## config.mk

```make
export PLATFORM = sky130hd
export DESIGN_NAME = pad_input_filter
export DESIGN_NICKNAME = d
export VERILOG_FILES = /design/src/rtl/khu_pad_pkg.sv /design/src/rtl/pad_input_filter_ch.sv /design/src/rtl/pad_input_filter.sv
export SDC_FILE = /design/constraint.sdc
export NUM_CORES = 1
export LEC_CHECK = 0
export BUFFER_PORTS_ARGS = -buffer_cell sky130_fd_sc_hd__buf_4
export CORE_AREA = 4 4 67 69
export DETAILED_ROUTE_END_ITERATION = 7
export DIE_AREA = 0 0 71 73
export GPL_ROUTABILITY_DRIVEN = 0
export PLACE_DENSITY = 0.83
export SYNTH_ARGS = -nofsm -noshare
export SYNTH_HDL_FRONTEND = slang
export SYNTH_SLANG_ARGS = --single-unit
```

## constraint.sdc

```tcl
create_clock -name i_CLK -period 5.2 [get_ports i_CLK]
set_input_delay 0 -clock i_CLK [delete_from_list [all_inputs] [get_ports i_CLK]]
set_output_delay 0 -clock i_CLK [all_outputs]
set_load 0.03 [all_outputs]
```

## src/rtl/khu_pad_pkg.sv

```systemverilog
// Shared defaults and constants for the pad input conditioning blocks.
// Also imported by the pad wrapper, so keep the names stable.
package khu_pad_pkg;

    localparam int NUM_CH_DEF      = 4;
    localparam int SYNC_STAGES_DEF = 2;
    localparam int SYNC_STAGES_MIN = 2;
    localparam int SYNC_STAGES_MAX = 4;
    localparam int FILTER_W_DEF    = 4;

    // Idle-high lines (UART RX, I2C, active-low requests) come out of reset at 1.
    localparam logic [NUM_CH_DEF-1:0] RESET_VAL_DEF = {NUM_CH_DEF{1'b1}};

    typedef enum logic [1:0] {
        PULSE_NONE,
        PULSE_RISE,
        PULSE_FALL,
        PULSE_GLITCH
    } pulse_e;

endpackage

```

## src/rtl/pad_input_filter_ch.sv

```systemverilog
// One pad channel: N-stage synchronizer, run-time glitch filter, and
// registered level / rise / fall / glitch outputs.
module pad_input_filter_ch
    import khu_pad_pkg::*;
#(
    parameter int   SYNC_STAGES = SYNC_STAGES_DEF,
    parameter int   FILTER_W    = FILTER_W_DEF,
    parameter logic RESET_VAL   = 1'b1
) (
    input  logic                i_CLK,
    input  logic                i_RST,
    input  logic                i_PAD_IN,
    input  logic                i_FILTER_EN,
    input  logic [FILTER_W-1:0] i_FILTER_LEN,
    output logic                o_LEVEL,
    output logic                o_RISE,
    output logic                o_FALL,
    output logic                o_GLITCH
);

    logic [SYNC_STAGES-1:0] sync_p0;
    logic                   s_p1;
    logic [FILTER_W-1:0]    cnt_p1;
    logic [FILTER_W-1:0]    cnt_nxt;
    logic [FILTER_W:0]      cnt_inc;
    logic [FILTER_W:0]      neff;
    logic                   lvl_nxt;
    pulse_e                 pulse_kind;

    // A programmed length of zero means "accept after one stable cycle".
    function automatic logic [FILTER_W:0] eff_len(input logic [FILTER_W-1:0] len);
        return (len == '0) ? (FILTER_W+1)'(1) : {1'b0, len};
    endfunction

    // Stage p0: metastability synchronizer
    always_ff @(posedge i_CLK or posedge i_RST) begin
        if (i_RST) begin
            sync_p0 <= {SYNC_STAGES{RESET_VAL}};
        end else begin
            sync_p0 <= {sync_p0[SYNC_STAGES-2:0], i_PAD_IN};
        end
    end

    assign s_p1    = sync_p0[SYNC_STAGES-1];
    assign neff    = eff_len(i_FILTER_LEN);
    assign cnt_inc = {1'b0, cnt_p1} + (FILTER_W+1)'(1);

    // cnt + 1 never exceeds Neff, and >= lets a lowered length take effect at once.
    always_comb begin
        cnt_nxt    = cnt_p1;
        lvl_nxt    = o_LEVEL;
        pulse_kind = PULSE_NONE;
        if (!i_FILTER_EN) begin
            lvl_nxt = s_p1;
            cnt_nxt = '0;
        end else if (s_p1 == o_LEVEL) begin
            if (cnt_p1 != '0) begin
                cnt_nxt    = '0;
                pulse_kind = PULSE_GLITCH;
            end
        end else if (cnt_inc >= neff) begin
            lvl_nxt = s_p1;
            cnt_nxt = '0;
        end else begin
            cnt_nxt = cnt_inc[FILTER_W-1:0];
        end
        if (lvl_nxt != o_LEVEL) begin
            pulse_kind = lvl_nxt ? PULSE_RISE : PULSE_FALL;
        end
    end

    // Stage p1: filter state, level and single-cycle pulses
    always_ff @(posedge i_CLK or posedge i_RST) begin
        if (i_RST) begin
            cnt_p1   <= '0;
            o_LEVEL  <= RESET_VAL;
            o_RISE   <= 1'b0;
            o_FALL   <= 1'b0;
            o_GLITCH <= 1'b0;
        end else begin
            cnt_p1   <= cnt_nxt;
            o_LEVEL  <= lvl_nxt;
            o_RISE   <= (pulse_kind == PULSE_RISE);
            o_FALL   <= (pulse_kind == PULSE_FALL);
            o_GLITCH <= (pulse_kind == PULSE_GLITCH);
        end
    end

endmodule

```

## src/rtl/pad_input_filter.sv

```systemverilog
// Multi-channel pad input conditioner: NUM_CH independent filtered channels
// plus a registered any-edge summary pulse.
module pad_input_filter
    import khu_pad_pkg::*;
#(
    parameter int                NUM_CH      = NUM_CH_DEF,
    parameter int                SYNC_STAGES = SYNC_STAGES_DEF,
    parameter int                FILTER_W    = FILTER_W_DEF,
    parameter logic [NUM_CH-1:0] RESET_VAL   = {NUM_CH{1'b1}}
) (
    input  logic                i_CLK,
    input  logic                i_RST,
    input  logic [NUM_CH-1:0]   i_PAD_IN,
    input  logic [NUM_CH-1:0]   i_FILTER_EN,
    input  logic [FILTER_W-1:0] i_FILTER_LEN,
    output logic [NUM_CH-1:0]   o_LEVEL,
    output logic [NUM_CH-1:0]   o_RISE,
    output logic [NUM_CH-1:0]   o_FALL,
    output logic [NUM_CH-1:0]   o_GLITCH,
    output logic                o_ANY_EDGE
);

    for (genvar g = 0; g < NUM_CH; g++) begin : g_ch
        pad_input_filter_ch #(
            .SYNC_STAGES (SYNC_STAGES),
            .FILTER_W    (FILTER_W),
            .RESET_VAL   (RESET_VAL[g])
        ) u_ch (
            .i_CLK        (i_CLK),
            .i_RST        (i_RST),
            .i_PAD_IN     (i_PAD_IN[g]),
            .i_FILTER_EN  (i_FILTER_EN[g]),
            .i_FILTER_LEN (i_FILTER_LEN),
            .o_LEVEL      (o_LEVEL[g]),
            .o_RISE       (o_RISE[g]),
            .o_FALL       (o_FALL[g]),
            .o_GLITCH     (o_GLITCH[g])
        );
    end

    // Stage p2: summary pulse, one cycle behind the per-channel pulses
    always_ff @(posedge i_CLK or posedge i_RST) begin
        if (i_RST) begin
            o_ANY_EDGE <= 1'b0;
        end else begin
            o_ANY_EDGE <= |(o_RISE | o_FALL);
        end
    end

endmodule

```

==> results by group <==
Timing
  – Fin. max-slew vios: 0
  – Max Clk Rate: 374 MHz
  – Final worst slack: 2520 ps
  – Least-Margin Pin Slew: 507 ps
  – Clock skew: between 9 and 10 ps
  – # setup viols final: 0
  – Final hold viol count: 0
  – Setup tns final: 0 ps
  – Worst rel slew slack: 0.662
  – Fin crit share: 0.515
  – Unrepaired setup endpoints after global routing: no
  – Minimum clock period: approximately 2700 ps

Layout
  – Fin util: 0.684
  – Ratio of cells with drive above 1 in the final layout: 0.232
  – Syn-to-layout area delta: 14.0%
  – Nets: between 200 and 300
  – Ant. Diodes: 0

Clocking
  – H-tree depth: 2
  – CTS tree: done
  – Clk root buf: clkbuf_8
  – Worst-skew pair later-pin latency: 280 ps
  – CTS Buf Count: 5
  – Clock Pin Slew Worst Setup and Hold Paths: roughly 70 ps
  – Clock sink count: 41
  – PostCTS Resize Cnt: 0
  – Longest Clk Path Bufs: 2
  – Setup bufs post-CTS: 0

Detailed routing
  – Vias: about 1600
  – Residual DRC: 0
  – Overall routed net length: 4110 um
  – Via density: 5.28
  – Routed Antenna Nets: 0
  – Wire per inst: 13.7 um
  – Drt first-iter violations: ~100
  – First-pass DRT Iterations: 4

Synthesis
  – Post-synth EDFFs: 0
  – Yosys cell types: 41
  – Ys async rst share: 1.00
  – Cells after Synth: 220
  – Ys flop type: dfrtp_1
  – Net Count, Synth: roughly 260
  – #FFs+latches synth: 41
  – Yosys warning total: 0
  – Post-Syn Area: 2350 um^2
  – Post-Synthesis Mean Instance Area: between 10 and 15 um^2
  – Seq/Total Area, Yosys: 0.443

Critical path
  – WP data arrival: about 2900 ps
  – Cell mode on critical path: ha_1
  – Critical path endpoint category: flop
  – R2R Path Start: g_ch[0].u_ch.cnt_p1[0]
  – Critical path type: reg2reg
  – CP required: ~5400 ps
  – Worst Setup SP: g_ch[0].u_ch.cnt_p1[0]
  – CP top delay family: adder cells
  – CP max stage delay: 450 ps
  – Worst path buffer plus inverter count: 1
  – Critical path fanouts, max: 6
  – Startpoint Class: flop
  – Crit path cell chain: inv_1 -> ha_1 -> ha_1 -> a21oi_1 -> a21oi_1 -> o31a_1 -> nor2_1 -> mux2i_1 -> ha_1 -> and4b_1
  – Slowest CP cell: dfrtp_1

Die
  – DIE WIDTH: 71 um
  – I/O pin total: 31
  – Row cnt: 23
  – Die area: 5180 um^2
  – Initial core utilization: 0.600
  – Core area: ~3900 um^2
  – Chip height: 73 um

Global route
  – Largest net degree at the start of global routing: 42
  – Total gr overflow: 0
  – Tot GR Track Use: 0.177
  – Vias in the first global route: 1650
  – Initial antenna violation count: 0
  – First-pass GRT wire length: 7290 um

Power
  – VDD IR max: 0.194 mV
  – Leak: 1.25 nW
  – PD cells: 319 nW/um^2

Placement
  – HPWL Detailed: just over 3000 um
  – Dpl ws: about 2500 ps
  – Number of port buffers: 30

Hold path
  – Hold path startpoint: i_FILTER_EN[0]
  – Worst hold path class: in2reg

Job
  – Maxcap violations: 0

Outcome
  – Status: finished, final reports clean
==> worst paths after layout <==
kind | to | slack (ps) | cells past startpoint
setup / recovery | g_ch[0].u_ch.o_GLITCH | 2520 | 10
hold / removal | g_ch[0].u_ch.o_GLITCH | 20 | 2
setup reg to reg | g_ch[0].u_ch.o_GLITCH | 2520 | 10
hold reg to reg | g_ch[3].u_ch.sync_p0[1] | 360 | 0
max in group asynchronous | g_ch[2].u_ch.o_LEVEL | 4420 | 4
min in group asynchronous | g_ch[0].u_ch.o_FALL | 400 | 4
==> cells in the mapped netlist, types with 3 or more instances <==
cell / number / area (um^2)
dfstp_2: 12 / 315
nand2_1: 14 / 52.6
buf_4: 17 / 128
nor2_1: 11 / 41.3
inv_1: 18 / 67.6
a21oi_1: 11 / 55.1
dfrtp_1: 29 / 726
nor4_1: 4 / 25.0
and3_1: 3 / 18.8
o21ai_1: 3 / 15.0
nand4_1: 4 / 25.0
nor3_1: 5 / 25.0
xor2_1: 7 / 61.3
a21boi_1: 4 / 30.0
nand3_1: 7 / 35.0
nand2b_1: 4 / 25.0
mux2i_1: 4 / 40.0
xnor2_1: 8 / 70.1
ha_1: 24 / 300
==> layout make-up <==
cell class | instances | area, um^2
fillers | 328 | 1240
multi-input cells | 144 | 1110
flip-flops and latches | 41 | 1040
repair buffers | 39 | 313
clock buffers | 8 | 80.1
inverters | 18 | 67.6
well taps | 50 | 62.6
==> per-stage QoR <==
step	cells	power, mW	instance area, um^2	hold WS [ps]
6_report	300	0.855	2680	21.2
5_1_grt	300	0.918	2680	28.5
4_1_cts	300	0.867	2680	21.2
3_5_place_dp	284	0.663	2520	109
3_3_place_gp	284	0.652	2520	108
2_1_floorplan	220	0.603	2350	4.48
==> cell families (layout without fill, tap and decap cells) <==
group | count (synthesis) | after routing | share of synthesized area
AO/OA/AOI/OAI | 35 | 35 | 0.102
AND/OR/NAND/NOR | 61 | 61 | 0.144
XOR/XNOR | 15 | 15 | 0.0559
adder cells (fa/ha/maj) | 26 | 26 | 0.136
buffers and inverters | 35 | 65 | 0.0831
multiplexers | 7 | 7 | 0.0346
flip-flops | 41 | 41 | 0.443
==> power by group <==
group          total [mW]  switching [mW]  internal (mW)
Clock               0.192          0.0971         0.0953
Combinational       0.266           0.149          0.117
Sequential          0.397          0.0375          0.359
Total               0.855           0.284          0.571
==> per-layer routing <==
layer | wire (um) | global-route usage | part of all wire
met4 | 37 | 0.0438 | 0.0090
met2 | 2040 | 0.304 | 0.50
met3 | 170 | 0.0496 | 0.041
met5 | 0 | 0 | 0
met1 | 1860 | 0.222 | 0.45
==> repair_timing <==
action | in CTS | in global routing
setup endpoints to repair | 0 | 0
hold buffers | 8 | 0
endpoints found under the hold margin | 36 | 0
==> state kept, by name, summed over array words and instances (netlist names) <==
register,flops
o_ANY_EDGE,1
g_ch.u_ch.o_FALL,4
g_ch.u_ch.sync_p0,8
g_ch.u_ch.o_LEVEL,4
g_ch.u_ch.o_RISE,4
g_ch.u_ch.cnt_p1,16
g_ch.u_ch.o_GLITCH,4
==> cell usage in the layout (no fill, tap or decap), types with 3 or more instances in the layout <==
cell type,count
dlygate4sd3_1,8
nor3_1,5
nand2_1,14
clkbuf_1,3
ha_1,24
dfrtp_1,29
clkbuf_8,5
a21boi_1,4
inv_1,18
mux2i_1,4
nor4_1,4
xnor2_1,8
and3_1,3
o21ai_1,3
nand3_1,7
nand4_1,4
xor2_1,7
a21oi_1,11
nor2_1,11
nand2b_1,4
dfstp_2,12
buf_4,31
No activity file was read; power rests on OpenSTA's default activity.
